<file path="src/rtl/uart_tx_arbiter.sv">
`default_nettype none
// ============================================================================
//  Module   : uart_tx_arbiter
//  Purpose  : Round-robin, packet-aware arbiter that shares one UART transmit
//             byte interface among N_REQ valid/ready byte sources. A grant is
//             held until a byte with last set is sent, or until MAX_BURST
//             bytes have been sent (MAX_BURST=0 means no burst limit).
//  Ports    : clk, rst (sync, active-high)
//             req_valid/req_data/req_last  - per-requester byte streams in
//             req_ready                    - per-requester accept out
//             tx_data_valid/tx_data        - to UART transmitter
//             tx_data_ready                - from UART transmitter
//             grant_id                     - current/most recent grantee
//             busy                         - high while a grant is held
//  Revision : 1.0 - initial release
// ============================================================================
module uart_tx_arbiter #(
  parameter int N_REQ     = 4,
  parameter int MAX_BURST = 16,
  parameter int GW        = (N_REQ > 1) ? $clog2(N_REQ) : 1
) (
  input  logic                 clk,
  input  logic                 rst,
  input  logic [N_REQ-1:0]     req_valid,
  input  logic [8*N_REQ-1:0]   req_data,
  input  logic [N_REQ-1:0]     req_last,
  output logic [N_REQ-1:0]     req_ready,
  output logic                 tx_data_valid,
  output logic [7:0]           tx_data,
  input  logic                 tx_data_ready,
  output logic [GW-1:0]        grant_id,
  output logic                 busy
);

  localparam int BW = (MAX_BURST > 0) ? $clog2(MAX_BURST + 1) : 1;

  typedef enum logic [0:0] {
    ST_IDLE  = 1'b0,
    ST_GRANT = 1'b1
  } state_t;

  state_t          state_q, state_d;
  logic [GW-1:0]   rr_ptr_q, rr_ptr_d;
  logic [GW-1:0]   grant_id_q, grant_id_d;
  logic [BW-1:0]   beat_cnt_q, beat_cnt_d;

  logic [7:0]      req_bytes [N_REQ];

  generate
    for (genvar i = 0; i < N_REQ; i++) begin : g_unpack
      assign req_bytes[i] = req_data[8*i +: 8];
    end
  endgenerate

  // Round-robin scan starting at rr_ptr. The wrap is an explicit compare so
  // that non-power-of-two requester counts wrap at N_REQ, not at 2**GW.
  logic          pick_found;
  logic [GW-1:0] pick_idx;
  logic [GW:0]   cand;

  always_comb begin
    pick_found = 1'b0;
    pick_idx   = '0;
    cand       = '0;
    for (int k = 0; k < N_REQ; k++) begin
      cand = {1'b0, rr_ptr_q} + (GW+1)'(k);
      if (cand >= (GW+1)'(N_REQ)) begin
        cand = cand - (GW+1)'(N_REQ);
      end
      if (!pick_found && req_valid[cand[GW-1:0]]) begin
        pick_found = 1'b1;
        pick_idx   = cand[GW-1:0];
      end
    end
  end

  // Granted-requester view and transfer/release qualification.
  logic       g_valid;
  logic       g_last;
  logic [7:0] g_data;
  logic       xfer;
  logic       burst_done;
  logic       release_now;

  always_comb begin
    g_valid     = req_valid[grant_id_q];
    g_last      = req_last[grant_id_q];
    g_data      = req_bytes[grant_id_q];
    xfer        = (state_q == ST_GRANT) && g_valid && tx_data_ready;
    burst_done  = (MAX_BURST != 0) &&
                  (({1'b0, beat_cnt_q} + 1'b1) == (BW+1)'(MAX_BURST));
    release_now = xfer && (g_last || burst_done);
  end

  // Next-state logic.
  always_comb begin
    state_d    = state_q;
    rr_ptr_d   = rr_ptr_q;
    grant_id_d = grant_id_q;
    beat_cnt_d = beat_cnt_q;
    case (state_q)
      ST_IDLE: begin
        if (pick_found) begin
          state_d    = ST_GRANT;
          grant_id_d = pick_idx;
          beat_cnt_d = '0;
        end
      end
      ST_GRANT: begin
        if (release_now) begin
          // The released requester becomes lowest priority next time.
          state_d    = ST_IDLE;
          beat_cnt_d = '0;
          rr_ptr_d   = (grant_id_q == GW'(N_REQ - 1)) ? '0 : grant_id_q + 1'b1;
        end else if (xfer && (MAX_BURST != 0)) begin
          beat_cnt_d = beat_cnt_q + 1'b1;
        end
      end
      default: begin
        state_d = ST_IDLE;
      end
    endcase
  end

  // Outputs are forced low while rst is high so that a byte offered in the
  // reset cycle is never accepted.
  always_comb begin
    req_ready     = '0;
    tx_data_valid = 1'b0;
    tx_data       = '0;
    busy          = 1'b0;
    grant_id      = rst ? '0 : grant_id_q;
    if (!rst && (state_q == ST_GRANT)) begin
      busy                  = 1'b1;
      tx_data_valid         = g_valid;
      tx_data               = g_data;
      req_ready[grant_id_q] = tx_data_ready;
    end
  end

  always_ff @(posedge clk) begin
    if (rst) begin
      state_q    <= ST_IDLE;
      rr_ptr_q   <= '0;
      grant_id_q <= '0;
      beat_cnt_q <= '0;
    end else begin
      state_q    <= state_d;
      rr_ptr_q   <= rr_ptr_d;
      grant_id_q <= grant_id_d;
      beat_cnt_q <= beat_cnt_d;
    end
  end

  a_ready_onehot0: assert property (@(posedge clk) $onehot0(req_ready));

endmodule
`default_nettype wire

</file>
<file path="config.mk">
export PLATFORM = sky130hd
export DESIGN_NAME = uart_tx_arbiter
export DESIGN_NICKNAME = d
export VERILOG_FILES = /design/src/rtl/uart_tx_arbiter.sv
export SDC_FILE = /design/constraint.sdc
export NUM_CORES = 1
export LEC_CHECK = 0
export BUFFER_PORTS_ARGS = -buffer_cell sky130_fd_sc_hd__buf_4
export CAP_MARGIN = 20
export CORE_MARGIN = 2
export CORE_UTILIZATION = 47
export CTS_CLUSTER_SIZE = 10
export DETAILED_ROUTE_END_ITERATION = 8
export GPL_TIMING_DRIVEN = 0
export PLACE_DENSITY = 0.86
export RECOVER_POWER = 25
export SETUP_SLACK_MARGIN = 0.15
export SLEW_MARGIN = 20
export SYNTH_ARGS = -nofsm -noshare
export SYNTH_HDL_FRONTEND = slang
export SYNTH_SLANG_ARGS = --single-unit
</file>
<file path="constraint.sdc">
create_clock -name clk -period 4.53 [get_ports clk]
set_input_delay 0.453 -clock clk [delete_from_list [all_inputs] [get_ports clk]]
set_output_delay 0.453 -clock clk [all_outputs]
set_load 0.05 [all_outputs]
</file>
=== Word level (Yosys, flattened, before mapping) ===
Cells that the tools add are included.

* Memories: 0
* Word-level logic and storage cells: 90
* Register bits after elaboration: 10
* Latch bits: 0
* Output and inout bits: 16
* ROM bits: 0
* Memory bits (writable): 0
* Bits of input ports: 43

* Reductions and logical operators: 16
* Bitwise gates (word level): 3
* Muxes and demuxes: 42
* Shifts and indexed selects: 0
* $lt $le $gt $ge: 11
* Multipliers: 0
* $add $sub $neg: 10
* Div/mod/pow operators: 0
* Equality and inequality tests: 4

{| class="wikitable"
|+ Operators by type and width
! cell !! number
|-
| $mux 8 || 3
|-
| $mux 2 || 10
|-
| $bmux 8 s2 || 1
|-
| $lt 2x3->1 const B || 5
|-
| $mux 1 || 15
|-
| $mux 5 || 3
|-
| $bmux 1 s2 || 6
|-
| $ge 3x3->1 const B || 4
|-
| $pmux 5 s2 || 1
|-
| $logic_and 1x1->1 || 8
|-
| $sub 2x1->2 const B || 4
|-
| $add 2x2->3 const B || 2
|-
| $add 5x1->6 const B || 1
|-
| $eq 6x5->1 const B || 1
|-
| $reduce_and 2->1 || 3
|-
| $add 5x1->5 const B || 1
|-
| $and 4x4->4 || 1
|-
| $logic_not 1->1 || 4
|-
| $mux 4 || 1
|-
| $add 2x1->3 const B || 1
|-
| $ge 2x3->1 const B || 1
|-
| $ne 3x1->1 const B || 1
|-
| $not 2->3 || 1
|-
| $add 2x1->2 const B || 1
|-
| 7 further kinds || 7
|}

=== Logic depth before layout (Yosys ltp) ===
Gate-level depths: netlist of the first run.

* Word-level depth: 16
* Depth in mapped cells: 6
* Depth with buffers taken out: 5

=== Worst setup path before layout of the first run ===
No wires, ideal clock.

* Kind: reg2out
* Start: reg state_q
* End: out tx_data[0]
* Stages on the path, launching flop included: 5
* Buffers on the path: 2
* Arrival: 1789 ps
* Slack: 2288 ps
* Required time: 4077 ps
* Path through: dfxtp_1 buf_2 nor2b_1 clkbuf_1 and2_1

* Longest elaborated chain between the ends: 2

{| class="wikitable"
|+ Ends and longest elaborated chain
! what !! line !! source
|-
| start, declared || 42 || <nowiki>state_t state_q, state_d;</nowiki>
|-
| start signal, assigned || 148 || <nowiki>state_q <= state_d;</nowiki>
|-
| $logic_and 1x1->1 || 133 || <nowiki>if (!rst && (state_q == ST_GRANT)) begin</nowiki>
|-
| $mux 8 || 133 ||
|-
| end, declared || 29 || <nowiki>output logic [7:0] tx_data,</nowiki>
|}

Every way passes these cells.

=== Worst setup path after layout of the first run ===
* Start: reg grant_id_q[0]
* End: out tx_data[6]

* Longest elaborated chain between the ends: 5

{| class="wikitable"
|+ Ends and longest elaborated chain
! what !! line !! source
|-
| start, declared || 44 || <nowiki>logic [GW-1:0] grant_id_q, grant_id_d;</nowiki>
|-
| start signal, assigned || 150 || <nowiki>grant_id_q <= grant_id_d;</nowiki>
|-
| $not 2->3 (not written as such) || 88 || <nowiki>g_data = req_bytes[grant_id_q];</nowiki>
|-
| $bmux 8 s2 || 88 ||
|-
| $mux 8 (not written as such) (2 in series) || 88 ||
|-
| $mux 8 || 133 ||
|}

Every way passes these cells. The select of a mux whose other input is x is not followed.

==> results of run 1 <==
-- worst register-to-register path: cells and delay by family, from the launching register on --
kind	cells	cell delay (ns)
AO/OA/AOI/OAI	2	0.68
buffers and inverters	1	0.32
flip-flops	1	0.36
multiplexers	1	0.62
AND/OR/NAND/NOR	1	0.19
-- cell usage after synthesis, types with 2 or more instances --
| master | count | area, um2 |
|---|---|---|
| mux2_2 | 2 | 22.5 |
| nor4_1 | 2 | 12.5 |
| nand4_1 | 3 | 18.8 |
| mux4_2 | 10 | 225 |
| nor2_1 | 11 | 41.3 |
| and3_1 | 5 | 31.3 |
| nand2b_1 | 3 | 18.8 |
| clkbuf_1 | 2 | 7.51 |
| nor2b_1 | 2 | 12.5 |
| a21oi_1 | 11 | 55.1 |
| inv_1 | 3 | 11.3 |
| buf_2 | 2 | 10.0 |
| a22oi_1 | 2 | 15.0 |
| nand3b_1 | 2 | 15.0 |
| ha_1 | 5 | 62.6 |
| dfxtp_1 | 10 | 200 |
| and2_1 | 10 | 62.6 |
| nand2_1 | 4 | 15.0 |
| mux2i_1 | 2 | 20.0 |
-- worst max-delay path by stage --
stage / cells past startpoint / slack [ns] / endpoint
global placement: 5 / 2.38 / tx_data[3]
finish: 5 / 1.85 / tx_data[6]
floorplan: 4 / 2.29 / tx_data[0]
detailed placement: 5 / 2.36 / tx_data[6]
global route: 5 / 1.71 / tx_data[3]
CTS: 5 / 2.06 / tx_data[6]
-- flip-flops by register name (all words and copies together), names as in the netlist --
| signal | flops |
|---|---|
| rr_ptr_q | 2 |
| state_q | 1 |
| beat_cnt_q | 5 |
| grant_id_q | 2 |
-- kinds of logic after synthesis --
family	after synthesis	synth area share (%)
AND/OR/NAND/NOR	49	26.8
multiplexers	14	25.9
adder cells (fa/ha/maj)	5	6.06
buffers and inverters	9	4.24
flip-flops	10	19.4
AO/OA/AOI/OAI	24	17.6
-- per-stage QoR --
stage | hold slack (ns) | setup WS (ns) | cells | utilization [%] | instance area (um2)
final | 0.365 | 1.85 | 200 | 74.4 | 1510
after global placement | 0.475 | 2.38 | 196 | 74.3 | 1500
after CTS | 0.367 | 2.06 | 200 | 76.1 | 1540
after floorplan | 0.455 | 2.29 | 111 | - | 1030
after global routing | 0.362 | 1.71 | 200 | 74.4 | 1510
after detailed placement | 0.479 | 2.36 | 196 | 74.3 | 1500
-- per-layer routing --
| metal | vias to the layer above | global-route usage (%) | part of all wire [%] |
|---|---|---|---|
| met5 | - | 0 | 0 |
| met4 | 0 | 9.01 | 2.2 |
| met3 | 11 | 4.39 | 6.7 |
| met2 | 55 | 50.4 | 55 |
| met1 | 575 | 29.3 | 36 |
| li1 | 552 | - | - |
-- power breakdown --
group | switching (uW) | internal (uW) | total (uW)
logic | 60.4 | 58.4 | 119
clock network | 33.8 | 48.9 | 82.7
registers | 2.72 | 90.4 | 93.1
total | 96.9 | 198 | 295
-- cell type report --
| class | count | area [um2] |
|---|---|---|
| Buffer | 6 | 23.8 |
| Clock buffer | 4 | 36.3 |
| Fill cell | 156 | 517 |
| Inverter | 3 | 11.3 |
| Multi-Input combinational cell | 92 | 764 |
| Sequential cell | 10 | 200 |
| Tap cell | 27 | 33.8 |
| Timing Repair Buffer | 58 | 435 |
==> impl_metrics.py, run 1 <==
metrics = {
    "status": {
        "status": "complete, no violations",
    },
    "critical_path": {
        "r2r_slack_ns": 2.29,
        "path_buf_inv": 3,
        "slowest_delay_ns": 0.54,
        "arrival_ns": 2.23,
        "r2r_end": "beat_cnt_q[3]$_SDFFE_PP0P_",
        "ff2ff_path_depth": 5,
        "start_kind": "flip-flop",
        "crit_family": "buffers and inverters",
        "r2r-start": "grant_id_q[0]$_SDFFE_PP0P_",
        "critPathCaptureType": "output port",
        "cp-startpoint": "grant_id_q[0]$_SDFFE_PP0P_",
        "path_class": "flip-flop to output port",
        "crit_path_max_fanout": 10,
        "critPathSlowestCell": "mux4_2",
        "crit_chain": "clkbuf_1 -> buf_2 -> mux4_2 -> and2_1 -> buf_4",
        "worstPathRequired_ns": 4.08,
    },
    "timing": {
        "fin_setup_tns_ns": 0,
        "max-slew-margin-rel_pct": 56.2,
        "max_slew.worst_pin.slew_ns": 0.654,
        "rsz0062_at_grt": "false",
        "fin_crit_sh_pct": 59.2,
        "hold_violations": 0,
        "finalMaxSlewViolations": 0,
        "fmax_mhz": 373,
        "min_period_ns": 2.68,
        "setup_viol_count_final": 0,
        "fin_skew_ns": 0.000520,
    },
    "power": {
        "p_per_area_mw_per_mm2": 196,
        "p_total_uw": 295,
        "power.leakage_uw": 0.000652,
        "peakVddDrop_v": 0.000177,
    },
    "synthesis": {
        "yosys_warnings": 0,
        "synth_fp_nets": 159,
        "syn_area_mm2": 0.00103,
        "ys.flop_type": "dfxtp_1",
        "avgSynthCellArea_um2": 9.30,
        "async_flop_share_pct": 0,
        "yosys.cell_types.count": 39,
        "synth-edff-count": 0,
        "syn_inst": 111,
        "ys_seq_area_share_pct": 19.4,
        "synth_seq_cells": 10,
    },
    "finish": {
        "drive_gt1_share_pct": 45.1,
        "antenna_cells": 0,
        "nets": 222,
        "final_common_cell": "buf_4",
        "area_growth_syn_to_layout_pct": 45.8,
        "layout_common_cells": "58 x buf_4, 11 x nor2_1, 11 x a21oi_1",
    },
    "drt": {
        "drtPass1Iterations": 4,
        "ant_nets": 0,
        "wl_per_cell_um": 16.5,
        "drt_iter0_drc": 39,
        "viasPerCell": 5.97,
        "drt_drc_violations_left": 0,
        "via_count": 1193,
        "routed_wl_um": 3300,
    },
    "floorplan": {
        "boundaryPins": 59,
        "fp.dieW_um": 50.9,
        "initial_core_util_pct": 51.1,
        "rows": 16,
        "core-area_mm2": 0.00202,
        "die_area_mm2": 0.00259,
        "fp.dieH_um": 50.9,
    },
    "cts": {
        "htreeDepth": 1,
        "path_clk_slew_ns": 0.07,
        "cts_tree": "built",
        "hold_buffers": 0,
        "cts-resized-gates": 0,
        "clock-sinks": 10,
        "postCtsSetupBuffers": 0,
        "numCtsBuffers": 3,
        "cts_max_path_buffers": 2,
        "insertion_delay_ns": 0.27,
        "root_buffer": "clkbuf_4",
    },
    "global_routing": {
        "antenna_found_initial": 0,
        "grt_pass1_vias": 1129,
        "track_usage_pct": 26.4,
        "gr-total-overflow": 0,
        "grt_pass1_wl_um": 5160,
        "grt_max_degree": 11,
    },
    "placement": {
        "dpl.hpwl_um": 2730,
        "place_congestion": 0.841,
        "portBuffers": 58,
    },
    "flow_run": {
        "max_cap_viol_count": 0,
    },
    "worst_hold_path": {
        "hold_class": "input pin to flip-flop",
        "worstHoldStart": "rst",
        "holdPathEnd": "beat_cnt_q[1]$_SDFFE_PP0P_",
        "holdPathStages": 2,
    },
}
Note: power is estimated with default switching activity, not from simulation.
==> inputs of run 2 (changes only) <==
- CORE_UTILIZATION: 47 -> 44
- PLACE_DENSITY: 0.86 -> 0.81
- clock period: 4.53 -> 2.7 ns (I/O delays scaled with it)
==> run 2 against run 1 <==
Cell area grew 0.33%. Die area grew 6.3%. Worst hold slack lost 0.18 ns. Sequential cell count is the same. Critical path depth is the same. Clock power grew 64%. Combinational power grew 67%. Highest routed layer unchanged. Via count shrank 4.1%. Setup slack lost 1.4 ns. Count of clock-buffer cells in the layout is the same.
==> impl_metrics.py, run 2 (synthesis gave the netlist of run 1 again) <==
metrics = {
    "critical_path": {
        "worstPathRequired_ns": 2.43,
        "arrival_ns": 2.01,
        "path_class": "flip-flop to output port",
        "crit_path_max_fanout": 10,
        "cp-startpoint": "grant_id_q[0]$_SDFFE_PP0P_",
        "ff2ff_path_depth": 5,
        "r2r-start": "grant_id_q[0]$_SDFFE_PP0P_",
        "critPathCaptureType": "output port",
        "start_kind": "flip-flop",
    },
    "global_routing": {
        "grt_max_degree": 11,
        "antenna_found_initial": 0,
        "track_usage_pct": 23.2,
        "gr-total-overflow": 0,
        "grt_pass1_wl_um": 4780,
        "grt_pass1_vias": 1109,
    },
    "finish": {
        "final_common_cell": "buf_4",
        "top_register": "beat_cnt_q",
        "utilization_pct": 68.3,
        "area_growth_syn_to_layout_pct": 46.3,
        "largestRegisters": "beat_cnt_q (5), grant_id_q (2), rr_ptr_q (2)",
        "largest_reg_flops": 5,
        "drive_gt1_share_pct": 45.1,
        "layout_common_cells": "57 x buf_4, 11 x nor2_1, 11 x a21oi_1",
        "final_cells": 201,
        "antenna_cells": 0,
        "fill_cells": 200,
        "nets": 222,
    },
    "floorplan": {
        "fp.dieH_um": 52.4,
        "initial_core_util_pct": 46.7,
        "boundaryPins": 59,
        "fp.dieW_um": 52.4,
        "die_area_mm2": 0.00275,
        "core-area_mm2": 0.00221,
        "rows": 17,
    },
    "timing": {
        "whs_ns": 0.189,
        "fin_crit_sh_pct": 84.3,
        "max-slew-margin-rel_pct": 58.5,
        "fmax_mhz": 439,
        "hold_violations": 0,
        "setup_viol_count_final": 0,
        "fin_setup_tns_ns": 0,
        "rsz0062_at_grt": "false",
        "finalMaxSlewViolations": 0,
        "min_period_ns": 2.28,
        "fin_skew_ns": 0.00316,
        "setup_ws_ns": 0.424,
        "max_slew.worst_pin.slew_ns": 0.625,
    },
    "drt": {
        "routed_wl_um": 3120,
        "wl_per_cell_um": 15.5,
        "dr_wl_met2_um": 1600,
        "drtPass1Iterations": 5,
        "wl_met1_um": 1160,
        "via_count": 1144,
        "dr_wl_met3_um": 335,
        "ant_nets": 0,
        "viasPerCell": 5.69,
        "drt_iter0_drc": 25,
        "highest_layer": "met4",
        "drt_drc_violations_left": 0,
    },
    "cts": {
        "numCtsBuffers": 3,
        "cts-resized-gates": 0,
        "cts_max_path_buffers": 2,
        "htreeDepth": 1,
        "path_clk_slew_ns": 0.07,
        "clock-sinks": 10,
        "cts_tree": "built",
        "hold_buffers": 0,
        "insertion_delay_ns": 0.27,
        "root_buffer": "clkbuf_4",
        "postCtsSetupBuffers": 0,
    },
    "power": {
        "seq_power_share_pct": 31.8,
        "clkPwrFrac_pct": 27.6,
        "peakVddDrop_v": 0.000328,
        "intPower_uw": 333,
        "power.leakage_uw": 0.000653,
        "switchingPower_uw": 158,
        "p_per_area_mw_per_mm2": 325,
        "comb_power_share_pct": 40.6,
        "sw_frac_of_total_pct": 32.2,
    },
    "placement": {
        "placedCellCount": 197,
        "place_ws_ns": 0.693,
        "portBuffers": 58,
        "dpl.hpwl_um": 2530,
        "place_congestion": 0.790,
    },
    "status": {
        "status": "complete, no violations",
    },
    "flow_run": {
        "max_cap_viol_count": 0,
    },
    "worst_hold_path": {
        "holdPathStages": 2,
        "worstHoldStart": "rst",
        "hold_class": "input pin to flip-flop",
    },
}
run 2: metrics by stage:
step	cell area, um2	power (uW)
after floorplan	1030	279
after global placement	1500	356
after detailed placement	1500	362
after CTS	1540	497
after global routing	1510	515
final	1510	492
run 2: final cells by class:
| type | count | area (um2) | share of cell area [%] |
|---|---|---|---|
| buffer | 6 | 31.3 | 2.07 |
| clock buffer | 4 | 36.3 | 2.40 |
| inverter | 3 | 11.3 | 0.746 |
| multi-input combinational | 92 | 764 | 50.6 |
| sequential | 10 | 200 | 13.3 |
| tap | 28 | 35.0 | 2.32 |
| timing repair buffer | 58 | 432 | 28.6 |
run 2: worst paths after layout:
path	end	slack, ns
max	tx_data[1]	0.42
min	beat_cnt_q[1]$_SDFFE_PP0P_	0.19
max reg2reg	beat_cnt_q[3]$_SDFFE_PP0P_	0.72
min reg2reg	beat_cnt_q[1]$_SDFFE_PP0P_	0.50
run 2: layer usage:
metal	GRT usage, %	vias up
met4	6.41	0
met2	45.2	54
met3	6.57	6
met1	23.5	536
met5	0	-
li1	-	548
run 2: critical path, cell delays in order, from the launching register on:
cell and delay [ns]:
dfxtp_1 0.39, buf_6 0.15, buf_2 0.28, mux4_2 0.54, and2_1 0.18, buf_4 0.19
run 2: power by group through the flow:
stage	sequential [uW]	combinational, uW	clock, uW
final	156	199	136
after global routing	157	213	145
after CTS	156	203	138
after detailed placement	160	202	0
after global placement	159	197	0
after floorplan	158	121	0
==> inputs of run 3 (changes only) <==
- ABC_AREA: default -> 1
- CORE_UTILIZATION: 44 -> 43
- PLACE_DENSITY: 0.81 -> 0.78
- clock period: 2.7 -> 2 ns (I/O delays scaled with it)
==> run 3 against run 2 <==
Sequential share of layout area fell by 2.8 points. Power rose by 140%. Synthesized cell count rose by 110%. Wire length rose by 22%. Via count rose by 46%. Synthesized area rose by 24%. Clock power rose by 37%. Non-clock buffer count rose by 4. First-iteration DRC count rose to 2.7 times the previous value. Die area rose by 25%. Combinational power rose to 3.6 times the previous value. Critical endpoint is now busy. Highest routed layer unchanged.
==> impl_metrics.py, run 3 <==
metrics = {
    "cts": {
        "path_clk_slew_ns": 0.07,
        "cts_max_path_buffers": 2,
        "numCtsBuffers": 3,
        "cts_tree": "built",
        "htreeDepth": 1,
        "insertion_delay_ns": 0.27,
        "hold_buffers": 0,
        "root_buffer": "clkbuf_4",
        "clock-sinks": 10,
    },
    "synthesis": {
        "ys_top_cells_by_count": "61 x nand2_1, 55 x nor2_1, 23 x nand3_1",
        "yosys_warnings": 0,
        "synth_seq_cells": 10,
        "yosysTopAreaCellShare_pct": 17.8,
        "ys_seq_area_share_pct": 15.6,
        "synth_most_common_cell": "nand2_1",
        "synth_fp_nets": 283,
        "synth-edff-count": 0,
        "synth.largest_area_cell": "nand2_1",
        "ys.flop_type": "dfxtp_1",
        "syn_area_mm2": 0.00128,
        "avgSynthCellArea_um2": 5.46,
        "synth_area_leaders": "nand2_1 18%, nor2_1 16%, dfxtp_1 16%, nand3_1 9.0%, o21ai_0 7.0%",
        "async_flop_share_pct": 0,
        "syn_inst": 235,
        "yosys.cell_types.count": 24,
    },
    "critical_path": {
        "path_class": "flip-flop to output port",
        "crit_path_max_fanout": 8,
        "slowest_delay_ns": 0.49,
        "r2r_end": "beat_cnt_q[4]$_SDFFE_PP0P_",
        "crit_chain": "clkbuf_4 -> clkinvlp_4 -> nor2_4 -> clkbuf_1",
        "ff2ff_path_depth": 12,
        "r2r-start": "rr_ptr_q[0]$_SDFFE_PP0P_",
        "worstPathRequired_ns": 1.80,
        "critPathSlowestCell": "clkbuf_1",
        "start_kind": "flip-flop",
        "critPathCaptureType": "output port",
        "r2r_slack_ns": 0.35,
        "arrival_ns": 1.57,
    },
    "timing": {
        "rsz0062_at_grt": "false",
        "fmax_mhz": 567,
        "max-slew-margin-rel_pct": 60.0,
        "fin_setup_tns_ns": 0,
        "setup_viol_count_final": 0,
        "fin_skew_ns": 0.000634,
        "hold_violations": 0,
        "finalMaxSlewViolations": 0,
        "max_slew.worst_pin.slew_ns": 0.602,
        "fin_crit_sh_pct": 88.3,
        "min_period_ns": 1.77,
    },
    "finish": {
        "drive_gt1_share_pct": 34.2,
        "seq_area_um2": 204,
        "final_common_cell": "nand2_1",
        "area_growth_syn_to_layout_pct": 52.4,
        "nets": 347,
        "fill_cells": 278,
        "top_register": "beat_cnt_q",
        "antenna_cells": 0,
        "multi_input_area_mm2": 0.00104,
        "layout_common_cells": "62 x nand2_1, 52 x nor2_1, 52 x buf_4",
        "largestRegisters": "beat_cnt_q (5), grant_id_q (2), rr_ptr_q (2)",
        "largest_reg_flops": 5,
    },
    "worst_hold_path": {
        "hold_class": "input pin to flip-flop",
        "worstHoldStart": "rst",
        "holdPathEnd": "rr_ptr_q[0]$_SDFFE_PP0P_",
        "holdPathStages": 2,
    },
    "global_routing": {
        "track_usage_pct": 22.8,
        "grt_pass1_vias": 1428,
        "gr-total-overflow": 0,
        "grt_pass1_wl_um": 6150,
        "grt_max_degree": 12,
        "antenna_found_initial": 0,
    },
    "power": {
        "comb_power_share_pct": 62.1,
        "power.leakage_uw": 0.00101,
        "p_total_uw": 1160,
        "intPower_uw": 609,
        "p_per_area_mw_per_mm2": 594,
        "peakVddDrop_v": 0.000426,
        "clkPwrFrac_pct": 16.0,
        "seq_power_share_pct": 21.9,
        "switchingPower_uw": 553,
        "sw_frac_of_total_pct": 47.6,
    },
    "floorplan": {
        "die_area_mm2": 0.00344,
        "rows": 19,
        "boundaryPins": 59,
        "initial_core_util_pct": 45.8,
        "fp.dieW_um": 58.6,
        "core-area_mm2": 0.00281,
        "fp.dieH_um": 58.6,
    },
    "placement": {
        "place_congestion": 0.841,
        "portBuffers": 58,
        "dpl.hpwl_um": 3090,
    },
    "status": {
        "status": "complete, no violations",
    },
    "drt": {
        "drt_iter0_drc": 67,
        "viasPerCell": 5.08,
        "via_count": 1671,
        "ant_nets": 0,
        "wl_per_cell_um": 11.6,
        "routed_wl_um": 3810,
        "drtPass1Iterations": 4,
        "drt_drc_violations_left": 0,
    },
    "flow_run": {
        "max_cap_viol_count": 0,
    },
}
==> run 3: changes by cell type after synthesis, moves of 5 or more <==
cell and change:
nor2_1 +44, mux4_2 -10, and3_1 -5, nand3_1 +22, and2_1 -10, o21ai_0 +17
nand2_1 +57, inv_1 +17, nand2_2 +7
==> run 3: cell families (layout without fill, tap and decap cells) <==
| logic type | after synthesis | in the layout | share of synthesized area, % |
|---|---|---|---|
| flops | 10 | 10 | 15.6 |
| xor+xnor | 1 | 1 | 0.682 |
| fa+ha+maj | 5 | 5 | 4.87 |
| buf+inv | 32 | 95 | 11.9 |
| simple gates | 155 | 155 | 54.5 |
| compound gates | 32 | 32 | 12.5 |
==> run 3: power by group through the flow <==
stage | combinational, uW | sequential, uW | clock, uW
floorplan | 518 | 251 | 0
global placement | 692 | 257 | 0
detailed placement | 697 | 258 | 0
CTS | 722 | 254 | 191
global route | 792 | 259 | 205
finish | 722 | 254 | 186
==> run 3: per-stage QoR <==
step / area, um2 / instances / setup WS, ns / hold slack (ns) / util, %
floorplan: 1410 / 235 / 0.208 / 0.269 / -
global route: 1960 / 329 / 0.156 / 0.160 / 69.8
detailed placement: 1880 / 324 / 0.104 / 0.447 / 67.1
global placement: 1880 / 324 / 0.114 / 0.448 / 67.1
finish: 1960 / 329 / 0.235 / 0.164 / 69.8
CTS: 1960 / 329 / 0.151 / 0.157 / 69.8
==> run 3: worst max path at each step <==
stage / cells after the start / end / start / slack, ns
2_1_floorplan: 5 / req_ready[1] / grant_id_q[1]$_SDFFE_PP0P_ / 0.21
5_1_grt: 6 / req_ready[1] / grant_id_q[1]$_SDFFE_PP0P_ / 0.16
3_3_place_gp: 6 / tx_data[2] / grant_id_q[0]$_SDFFE_PP0P_ / 0.11
3_5_place_dp: 6 / tx_data[2] / grant_id_q[0]$_SDFFE_PP0P_ / 0.10
6_report: 4 / busy / state_q$_SDFF_PP0_ / 0.23
4_1_cts: 7 / tx_data[5] / grant_id_q[0]$_SDFFE_PP0P_ / 0.15
==> run 3: layout make-up <==
cell class	count	area share, %
Multi-Input combinational cell	193	53.3
Timing Repair Buffer	59	23.1
Sequential cell	10	10.4
Inverter	23	5.24
Buffer	9	4.16
Tap cell	31	1.98
Clock buffer	4	1.85
==> run 3: repair_timing <==
item | in CTS | in global routing
endpoints found under the hold margin | 0 | 0
buffers inserted | 1 | 0
gates resized for setup | 18 | 10
endpoints found under the setup margin | 13 | 12
==> run 3: critical path: cells and delay by family (launching register included) <==
| kind | cells | cell delay [ns] |
|---|---|---|
| and+or+nand+nor | 1 | 0.16 |
| buffers and inverters | 3 | 0.82 |
| DFF | 1 | 0.32 |
==> run 3: layer usage <==
layer	track usage (%)	wire length, um	vias to the layer above
li1	-	-	869
met2	41.6	1930	53
met1	28.2	1610	747
met3	4.84	251	2
met5	0	0	-
met4	2.92	11	0
